File: config.mk
export PLATFORM = sky130hd
export DESIGN_NAME = md_audio_mixer
export DESIGN_NICKNAME = d
export VERILOG_FILES = /design/src/rtl/md_audio_mixer.sv
export SDC_FILE = /design/constraint.sdc
export NUM_CORES = 1
export LEC_CHECK = 0
export CORE_MARGIN = 5
export CORE_UTILIZATION = 50
export CTS_CLUSTER_DIAMETER = 200
export DETAILED_ROUTE_END_ITERATION = 10
export PLACE_DENSITY = 0.68
export SLEW_MARGIN = 40
export SYNTH_ARGS = -nofsm -noshare
export SYNTH_HDL_FRONTEND = slang
export SYNTH_SLANG_ARGS = --single-unit
File: constraint.sdc
create_clock -name MCLK -period 16.87 [get_ports MCLK]
set_clock_uncertainty 0.05 [all_clocks]
set_input_delay 3.374 -clock MCLK [delete_from_list [all_inputs] [get_ports MCLK]]
set_output_delay 3.374 -clock MCLK [all_outputs]
set_load 0.02 [all_outputs]
File: src/rtl/md_audio_mixer.sv
// N-channel time-multiplexed stereo mixer: one channel per MCLK through a shared
// MAC, per-channel L/R gain, offset-binary conversion, saturation and overrun flag.
//
// state | meaning
// IDLE  | waiting for a sample_in strobe
// ACC   | accumulating channel idx into acc_l/acc_r
// OUT   | scaling, saturating and registering the mix result
module md_audio_mixer #(
   parameter int NCH = 4,
   parameter int IW  = 16,
   parameter int GW  = 8,
   parameter int GF  = 6,
   parameter int OW  = 16,
   parameter logic [NCH-1:0] OFFSET_MASK = '0
) (
   input  logic                    MCLK,
   input  logic                    reset,
   input  logic [NCH*IW-1:0]       ch_data,
   input  logic                    sample_in,
   input  logic                    mute,
   input  logic                    gain_wr,
   input  logic [$clog2(NCH):0]    gain_sel,
   input  logic [GW-1:0]           gain_data,
   input  logic                    ovr_clr,
   output logic signed [OW-1:0]    out_l,
   output logic signed [OW-1:0]    out_r,
   output logic                    out_valid,
   output logic                    busy,
   output logic                    overrun
);
   localparam int SW = $clog2(NCH) + 1;
   localparam int CW = (NCH > 1) ? $clog2(NCH) : 1;
   localparam int PW = IW + GW + 1;
   localparam int AW = PW + $clog2(NCH);
   localparam logic [GW-1:0] UNITY = GW'(1) << GF;
   localparam logic [IW-1:0] MSB_FLIP = {1'b1, {(IW-1){1'b0}}};
   localparam logic signed [AW-1:0] SAT_MAX = {{(AW-OW+1){1'b0}}, {(OW-1){1'b1}}};
   localparam logic signed [AW-1:0] SAT_MIN = ~SAT_MAX;

   typedef enum logic [1:0] {S_IDLE, S_ACC, S_OUT} state_t;
   state_t state, state_nx;

   logic                  accept, acc_en, out_ld;
   logic [CW-1:0]         idx;
   logic                  idx_last;
   logic signed [AW-1:0]  acc_l, acc_r;
   logic signed [PW-1:0]  prod_l, prod_r;
   logic signed [IW-1:0]  conv  [NCH];
   logic signed [IW-1:0]  x_lat [NCH];
   logic [GW-1:0]         gl [NCH], gr [NCH], sgl [NCH], sgr [NCH];
   logic                  mute_lat;
   logic [SW-1:0]         sel_shift;
   logic                  sel_ok;
   logic [CW-1:0]         sel_ch;

   assign sel_shift = gain_sel >> 1;
   assign sel_ok    = (sel_shift < SW'(NCH));
   assign sel_ch    = sel_shift[CW-1:0];
   assign idx_last  = (idx == CW'(NCH-1));

   always_ff @(posedge MCLK or posedge reset) begin
      if (reset) state <= S_IDLE;
      else       state <= state_nx;
   end

   always_comb begin
      state_nx = state;
      busy     = 1'b1;
      accept   = 1'b0;
      acc_en   = 1'b0;
      out_ld   = 1'b0;
      case (state)
         S_IDLE: begin
            busy   = 1'b0;
            accept = sample_in;
            if (sample_in) state_nx = S_ACC;
         end
         S_ACC: begin
            acc_en = 1'b1;
            if (idx_last) state_nx = S_OUT;
         end
         S_OUT: begin
            out_ld   = 1'b1;
            state_nx = S_IDLE;
         end
         default: state_nx = S_IDLE;
      endcase
   end

   // Offset-binary channels: subtracting 2^(IW-1) is the same as flipping the MSB.
   always_comb begin
      for (int k = 0; k < NCH; k++)
         conv[k] = $signed(ch_data[k*IW +: IW] ^ (OFFSET_MASK[k] ? MSB_FLIP : '0));
   end

   assign prod_l = PW'(x_lat[idx]) * PW'($signed({1'b0, sgl[idx]}));
   assign prod_r = PW'(x_lat[idx]) * PW'($signed({1'b0, sgr[idx]}));

   function automatic logic signed [OW-1:0] scale_sat(input logic signed [AW-1:0] a);
      logic signed [AW-1:0] s;
      s = a >>> GF;
      if (s > SAT_MAX)      return SAT_MAX[OW-1:0];
      else if (s < SAT_MIN) return SAT_MIN[OW-1:0];
      else                  return s[OW-1:0];
   endfunction

   always_ff @(posedge MCLK or posedge reset) begin
      if (reset) begin
         idx       <= '0;
         acc_l     <= '0;
         acc_r     <= '0;
         mute_lat  <= 1'b0;
         out_l     <= '0;
         out_r     <= '0;
         out_valid <= 1'b0;
         overrun   <= 1'b0;
         for (int k = 0; k < NCH; k++) begin
            gl[k]    <= UNITY;
            gr[k]    <= UNITY;
            sgl[k]   <= UNITY;
            sgr[k]   <= UNITY;
            x_lat[k] <= '0;
         end
      end else begin
         out_valid <= 1'b0;
         if (gain_wr && sel_ok) begin
            if (gain_sel[0]) gr[sel_ch] <= gain_data;
            else             gl[sel_ch] <= gain_data;
         end
         // Shadow copy takes the pre-write gains when a write coincides with the strobe.
         if (accept) begin
            for (int k = 0; k < NCH; k++) begin
               x_lat[k] <= conv[k];
               sgl[k]   <= gl[k];
               sgr[k]   <= gr[k];
            end
            acc_l    <= '0;
            acc_r    <= '0;
            idx      <= '0;
            mute_lat <= mute;
         end
         if (acc_en) begin
            acc_l <= acc_l + AW'(prod_l);
            acc_r <= acc_r + AW'(prod_r);
            idx   <= idx + 1'b1;
         end
         if (out_ld) begin
            out_l     <= mute_lat ? '0 : scale_sat(acc_l);
            out_r     <= mute_lat ? '0 : scale_sat(acc_r);
            out_valid <= 1'b1;
         end
         if (sample_in && busy) overrun <= 1'b1;
         else if (ovr_clr)      overrun <= 1'b0;
      end
   end
endmodule
; ---- Word level (Yosys, flattened, before mapping)
; Index checks and enable logic that the tools add are counted.
; Widths: inputs -> output; s select.
[classes]
mux = 34
n_lt_le_gt_ge = 8
bitwise = 3
addsub = 3
n_reduce_logical = 9
mul = 2
n_eq_ne = 5
[ops]
columns = op, n
row1 = $mux 16, 8
row2 = $mux 27, 3
row3 = $bwmux 32, 2
row4 = $add 27x25->27, 2
row5 = $mul 16x9->25, 2
row6 = $gt 21x16->1 const B, 2
row7 = $lt 21x16->1 const B, 2
row8 = $mux 8, 5
row9 = $bmux 16 s2, 1
row10 = $bmux 8 s2, 2
row11 = $demux 8 s2, 1
row12 = $mux 2, 4
row13 = $mux 1, 7
row14 = $ge 3x3->1 const B, 2
row15 = $not 2->3, 2
row16 = $reduce_and 2->1, 3
row17 = $eq 2x2->1 const B, 2
row18 = $ne 2x2->1 const B, 2
row19 = $pmux 2 s2, 1
row20 = $reduce_bool 2->1, 2
row21 = $logic_and 1x1->1, 3
row22 = $lt 2x3->1 const B, 1
row23 = $lt 3x1->1 const B, 1
row24 = $add 2x1->2 const B, 1
row25 = 3 further kinds, 3
[totals]
regBits = 285
word_cells = 93
out_inout_bits = 35
input_bits = 81

; ---- Depth between registers and ports, before layout
; Gate-level depths: netlist of the first run.
[depth]
word_depth = 7
mapped_depth = 26
depth_no_buf = 22

; ---- Worst setup path before layout of the first run
; Ideal clock, no wire load.
[synth_path]
path_type = register to register
startpoint = register idx[0]
endpoint = register acc_l[25]
stages_incl_launch_ff = 23
required_time_ps = 16698
arrival_ps = 5755
setup_time_ps = 122
n_path_buf = 4
path_slack_ps = 10943
synth_period_minus_slack_ps = 5927
cell_sequence = dfrtp_1 buf_4 buf_4 mux4_2 clkbuf_1 nand2_1 fa_1 fa_1 inv_1 fa_1 fa_1 inv_1 fa_1 inv_1 ha_1 clkbuf_1 a21oi_1 o21ai_0 a2111oi_0 nor2_1 a221oi_2 mux2i_1 nand2_1
[synth_between]
elab_chain_cells = 7
elab_cells_between_ends = 10
cone_classes = 1 x add/sub / 1 x mul / 7 x mux / 1 x bitwise
[synth_rtl]
columns = element, line
row1 = start: declaration, 44  ; logic [CW-1:0] idx;
row2 = start signal: assignment, 145  ; idx <= idx + 1'b1;
row3 = $not 2->3 (not written as such) *, 96  ; assign prod_l = PW'(x_lat[idx]) * PW'($signed({1'b0, sgl[idx]}));
row4 = $bmux 16 s2 or $bmux 8 s2 (tied branches), 96
row5 = $mux 16 (not written as such) or $mux 8 (tied branches) (2 in a row), 96
row6 = $mul 16x9->25 *, 96
row7 = $add 27x25->27 *, 143  ; acc_l <= acc_l + AW'(prod_l);
row8 = $mux 27 *, 142  ; if (acc_en) begin
row9 = end signal: assignment, 143
row10 = end: declaration, 46  ; logic signed [AW-1:0] acc_l, acc_r;
; Every way passes the cells marked *; elsewhere a longest branch is shown, timed or not. The select of a mux whose other input is x is not followed.
; A chain may end at the register's enable or synchronous reset.

; ---- Final worst setup path of the first run
[layout_path]
startpoint = register idx[1]
endpoint = register acc_l[18]
; The elaborated chain is that of the path after synthesis.

==> metrics.csv, run 1 <==
metric;value;unit
number of cells on the worst reg-to-reg path;19;
post-route setup TNS;0;ns
Cell variety after synth;67;
Core ar.;45280;um2
RSZ-0062 raised after global routing;false;
Clock Path Buffers;3;
Final period util;40.01;%
starting density of the core;50.48;%
DRC;0;
Via density;5.255;
max incr delay on CP;0.57;ns
CTS clock-pin slew for the worst setup and hold paths;0.06;ns
first-pass GRT wire length;90950;um
DRT Pass-1 Iters;5;
crit-path max FO;30;
ys flop type;dfrtp_1;
Slew headroom;42.79;%
Worst Hold End;sgr[14];
CP startpoint kind;flip-flop;
number of global-route vias before repair;17273;
# setup viols final;0;
Hold WC Path Type;reg2reg;
Critical R2R Launch;idx[1];
post-synthesis register bit count;285;
Iter 0 DRT Violations;1015;
max_cap viols;0;
syn nets;2910;
crit path cell chain;buf_4 -> mux2i_1 -> nand2_1 -> o21a_1 -> and2_1 -> fa_1 -> fa_1 -> fa_1 -> fa_1 -> inv_1 -> fa_1 -> inv_1 -> ha_1 -> nor3_1 -> o31ai_1 -> a31oi_1 -> nor3_1 -> o21ai_0 -> a41o_1;
Fill cells;4020;
CTS tree;yes;
Crit Path Class;reg2reg;
worst slew pin tran;0.8535;ns
Antenna Cells;0;
Root Buffer;clkbuf_16;
hold violation count in the final report;0;
area grow syn2layout;12.07;%
total CTS buffers;31;
Tmin final;6.750;ns
register area share after synthesis;31.29;%
largest net degree at the start of global routing;175;
Die X;223.8;um
synthesis warning total;0;
CP top delay family;adder cells;
f_max;148.2;MHz
H-tree depth;1;
grt ovf;0;
Placement Setup Slack;10.14;ns
worst setup margin;10.12;ns
Die Ht;223.8;um
FP Rows;78;
design area;25620;um2
Slew Viols, Final;0;
number of flops mapped to enable cells by yosys;0;
post-cts resize count;0;
slowest CP cell;fa_1;
postcts setup bufs;0;
Final Wtd Congestion;0.9300;
hold_buf cts;0;
leading cell type in the layout, fill and taps excluded;nand2_1;
dpl hpwl;41380;um
Die ar.;50090;um2
CP dominant cell by count;fa_1;
hold wc startpoint;gr[14];
clk_lat worst skew;0.60;ns
Final Util;56.57;%
syn avg cell area;9.307;um2
routed wire length;54480;um
status;finished clean;
via count;16458;
share of post-route cells with drive strength above 1;8.294;%
io pins;116;
clk sinks;285;
initial antenna violation count;1;
GR Util All Layers;22.15;%
Antenna Nets Post-Route;0;
crit end category;flip-flop;
reg-to-reg slack, setup;10.12;ns
most frequent cells in the layout;nand2_1 (605), inv_1 (377), dfrtp_1 (267), fa_1 (254), nor2_1 (140);
Mapped Area;22860;um2
CP bufs+invs;3;
FFs w/ async S/R, synth;100.0;%
Cells after Synth;2456;
crit path DAT;7.17;ns
Area after DPL;24470;um2
WL per Instance;17.39;um
Hold Path Stages;2;
Final nets;2961;
Req. time, crit path;17.29;ns
r2r endpoint;acc_l[18];
IO Port Bufs;115;
-- final cells by class --
cell class / count / area, um2 / area share [%]
Tap cell: 600 / 750.7 / 2.931
Inverter: 378 / 1431 / 5.588
Clock inverter: 19 / 234.0 / 0.9134
Sequential cell: 285 / 7154 / 27.93
Timing Repair Buffer: 129 / 1316 / 5.138
Clock buffer: 39 / 865.8 / 3.380
Multi-Input combinational cell: 1682 / 13860 / 54.12
-- tightest hold or removal path, stage by stage (launching register included) --
cell and delay, ns:
dfstp_2 0.37, nand2_1 0.05, nand2_1 0.04
-- Yosys cell counts (12+ instances only) --
library cell	count	area [um2]
nand2_1	606	2275
inv_1	378	1419
dfrtp_1	269	6731
fa_1	254	5085
nor2_1	141	529.3
ha_1	119	1489
o21ai_0	96	480.5
clkbuf_1	77	289.0
mux2_2	70	788.3
a21oi_1	47	235.2
and2_1	47	294.0
nand3_1	32	160.2
mux4_2	26	585.6
xnor2_1	26	227.7
buf_2	20	100.1
nor2b_1	18	112.6
xor2_1	18	157.7
o21ai_1	17	85.08
dfstp_2	16	420.4
nand2b_1	13	81.33
nor3_1	13	65.06
a21o_1	12	90.09
-- cells by family after synthesis --
kind of cell | count (synthesis) | synth area share (%)
DFF | 285 | 31.29
muxes | 107 | 6.492
xor gates and xnor gates | 44 | 1.686
buffers and inverters | 489 | 8.298
AOI/OAI and AO/OA | 245 | 6.673
and+or+nand+nor | 913 | 16.80
adders and majority gates | 373 | 28.76
-- layer usage --
metal  part of all wire (%)  track usage, %
met5                      0               0
met4                    3.0           6.126
met3                    5.8           3.145
met2                     46           35.21
met1                     45           32.26
-- worst max path at each step --
stage,from,endpoint,slack (ns),cells past startpoint
2_1_floorplan,reset,acc_l[0],5.61,1
3_3_place_gp,idx[1],acc_l[23],10.19,19
3_5_place_dp,idx[1],acc_l[18],10.14,23
4_1_cts,idx[1],acc_l[18],10.13,19
5_1_grt,idx[0],acc_l[25],9.76,19
6_report,idx[1],acc_l[18],10.12,19
-- state kept, by name, summed over array words and instances, names as in the netlist --
| signal | count |
|---|---|
| acc_r | 27 |
| sgl | 32 |
| state | 2 |
| out_r | 16 |
| x_lat | 64 |
| idx | 2 |
| mute_lat | 1 |
| gl | 32 |
| out_l | 16 |
| overrun | 1 |
| acc_l | 27 |
| sgr | 32 |
| gr | 32 |
| out_valid | 1 |
-- per-stage QoR --
step	instances	hold WS, ns
after floorplan	2456	0.3822
after global placement	3072	0.3886
after detailed placement	3073	0.3926
after CTS	3131	0.4031
after global routing	3132	0.4223
final	3132	0.4030
Power of run 1 is left out: the tool's default activity adds up to more than one toggle a clock period on the data nets, which glitch-free logic cannot reach.
==> inputs of run 2 (changes only) <==
--- a/config.mk
+++ b/config.mk
@@ -9,7 +9,7 @@
 export CORE_UTILIZATION = 50
 export CTS_CLUSTER_DIAMETER = 200
 export DETAILED_ROUTE_END_ITERATION = 10
-export PLACE_DENSITY = 0.68
+export PLACE_DENSITY = 0.71
 export SLEW_MARGIN = 40
 export SYNTH_ARGS = -nofsm -noshare
 export SYNTH_HDL_FRONTEND = slang
==> constraint.sdc (replaced) <==
create_clock -name MCLK -period 6 [get_ports MCLK]
set_clock_uncertainty 0.05 [all_clocks]
set_input_delay 1.2 -clock MCLK [delete_from_list [all_inputs] [get_ports MCLK]]
set_output_delay 1.2 -clock MCLK [all_outputs]
set_load 0.02 [all_outputs]
==> run 2 against run 1 <==
Against the previous run:
- the flow now finishes with violations (negative setup slack)
- cell count is 9.6% higher
- critical path depth grew 5
- maximum frequency up 10%
- sequential cell count unchanged
- critical endpoint unchanged
==> metrics.csv, run 2 (synthesis gave the netlist of run 1 again) <==
metric;value;unit;change
Crit Path Class;reg2reg;;
design area;29070;um2;+13%
IO Port Bufs;115;;unchanged
worst setup margin;-0.1115;ns;-10.23 ns
Final nets;3264;;+10%
number of cells on the worst reg-to-reg path;24;;+5
Antenna Cells;0;;unchanged
via count;18276;;+11%
CP startpoint kind;flip-flop;;
Req. time, crit path;6.43;ns;-10.86 ns
first-pass GRT wire length;99510;um;+9.4%
Critical R2R Launch;idx[0];;
Final Wtd Congestion;0.9555;;+2.7%
hold wc startpoint;gr[14];;
Clock Path Buffers;3;;unchanged
DRC;0;;unchanged
CTS clock-pin slew for the worst setup and hold paths;0.06;ns;about the same
Hold WC Path Type;reg2reg;;
Die X;223.8;um;unchanged
CTS tree;yes;;
GR Util All Layers;24.46;%;+2.3 points
Hold Path Stages;2;;unchanged
Slew Viols, Final;0;;unchanged
failing checks;negative setup slack;;
starting density of the core;50.48;%;unchanged
r2r endpoint;acc_l[18];;
non-filler cells in the finished layout;3433;;+9.6%
leading cell type in the layout, fill and taps excluded;nand2_1;;
io pins;116;;unchanged
Core ar.;45280;um2;unchanged
status;finished, violations left;;
most frequent cells in the layout;nand2_1 (590), inv_1 (357), dfrtp_1 (267), buf_4 (262), fa_1 (236);;
Die ar.;50090;um2;unchanged
number of global-route vias before repair;18652;;+8.0%
Antenna Nets Post-Route;0;;unchanged
RSZ-0062 raised after global routing;true;;
initial antenna violation count;0;;-1
FP Rows;78;;unchanged
area grow syn2layout;27.17;%;
Final period util;101.9;%;+62 points
share of post-route cells with drive strength above 1;23.01;%;+15 points
H-tree depth;1;;unchanged
crit-path max FO;8;;-73%
Area after DPL;26150;um2;+6.9%
reg-to-reg slack, setup;-0.11;ns;-10.23 ns
Slew headroom;46.77;%;+4.0 points
clk sinks;285;;unchanged
placed insts;3286;;+6.9%
DRT Pass-1 Iters;5;;unchanged
Iter 0 DRT Violations;1220;;+20%
register with the most flip-flops;x_lat;;
max FFs per register;64;;unchanged
Tmin final;6.112;ns;-0.6384 ns
WL per Instance;18.19;um;+4.6%
clk_lat worst skew;0.60;ns;about the same
# setup viols final;13;;+13
total CTS buffers;30;;-3.2%
max_cap viols;0;;unchanged
post-route setup TNS;-0.7929;ns;-0.7929 ns
crit end category;flip-flop;;
routed wire length;62460;um;+15%
crit path DAT;6.54;ns;-0.63 ns
dpl hpwl;45240;um;+9.3%
largest net degree at the start of global routing;158;;-9.7%
Root Buffer;clkbuf_16;;
worst slew pin tran;0.7943;ns;-0.05917 ns
f_max;163.6;MHz;+10%
grt ovf;0;;unchanged
Die Ht;223.8;um;unchanged
Via density;5.324;;+1.3%
hold violation count in the final report;0;;unchanged
hold_buf cts;0;;unchanged
Worst Hold End;sgr[14];;
run 2: worst max path at each step:
stage | start | to | slack, ns | depth (start not counted)
after detailed placement | idx[0] | acc_l[26] | -0.26 | 20
after global routing | idx[0] | acc_l[24] | -0.34 | 23
after CTS | idx[0] | acc_l[26] | -0.03 | 22
final | idx[0] | acc_l[18] | -0.11 | 24
after floorplan | idx[0] | acc_l[25] | 0.07 | 22
after global placement | idx[0] | acc_l[25] | -0.08 | 20
run 2: what timing repair did:
action	in CTS	in global routing
gates resized for setup	65	168
gates cloned	6	5
setup endpoints to repair	17	32
pin swaps	26	86
buffers inserted	31	49
run 2: metal layers:
| metal | GRT usage [%] | wire, um | vias up |
|---|---|---|---|
| met5 | 0 | 0 | - |
| met2 | 39.30 | 29160 | 620 |
| met3 | 3.368 | 3989 | 137 |
| li1 | - | - | 8439 |
| met1 | 34.96 | 27080 | 9080 |
| met4 | 7.648 | 2226 | 0 |
run 2: layout make-up:
type                            count  area [um2]
Fill cell                        3648       16220
Multi-Input combinational cell   1689       14920
Sequential cell                   285        7154
Timing Repair Buffer              426        3841
Inverter                          378        1433
Clock buffer                       45       857.1
Tap cell                          600       750.7
Clock inverter                     10       112.6
run 2: critical path, cell delays in order (launching register included):
cell and delay, ns:
dfrtp_2 0.43, buf_12 0.15, buf_12 0.12, buf_16 0.13
buf_8 0.12, mux4_2 0.50, inv_2 0.11, buf_4 0.11
buf_4 0.14, nor2_1 0.06, ha_1 0.29, fa_1 0.58
fa_2 0.46, fa_1 0.51, inv_1 0.06, fa_1 0.48
inv_1 0.04, ha_2 0.26, buf_4 0.14, buf_4 0.14
a21o_1 0.19, a31oi_1 0.42, nor3_2 0.10, buf_4 0.15
a41o_1 0.23
run 2: metrics by stage:
| step | util (%) | hold slack [ns] | worst slack (ns) |
|---|---|---|---|
| floorplan | - | 0.3822 | 0.07328 |
| global placement | 57.56 | 0.3889 | -0.08453 |
| detailed placement | 57.75 | 0.3933 | -0.2649 |
| CTS | 61.38 | 0.4046 | -0.03390 |
| global route | 64.19 | 0.4172 | -0.3353 |
| finish | 64.19 | 0.4025 | -0.1115 |
Power of run 2 is left out for the same reason.
==> inputs of run 3 (changes only) <==
--- a/config.mk
+++ b/config.mk
@@ -5,6 +5,8 @@
 export SDC_FILE = /design/constraint.sdc
 export NUM_CORES = 1
 export LEC_CHECK = 0
+export ABC_AREA = 0
+export CAP_MARGIN = 20
 export CORE_MARGIN = 5
 export CORE_UTILIZATION = 50
 export CTS_CLUSTER_DIAMETER = 200
==> constraint.sdc (replaced) <==
create_clock -name MCLK -period 6 [get_ports MCLK]
set_clock_uncertainty 0.05 [all_clocks]
set_input_delay 1.2 -clock MCLK [delete_from_list [all_inputs] [get_ports MCLK]]
set_output_delay 1.2 -clock MCLK [all_outputs]
set_load 0.005 [all_outputs]
==> results of run 3 <==
The final DEF is identical to that of run 2; final timing and power are the same.
Power of run 3 is left out for the same reason.
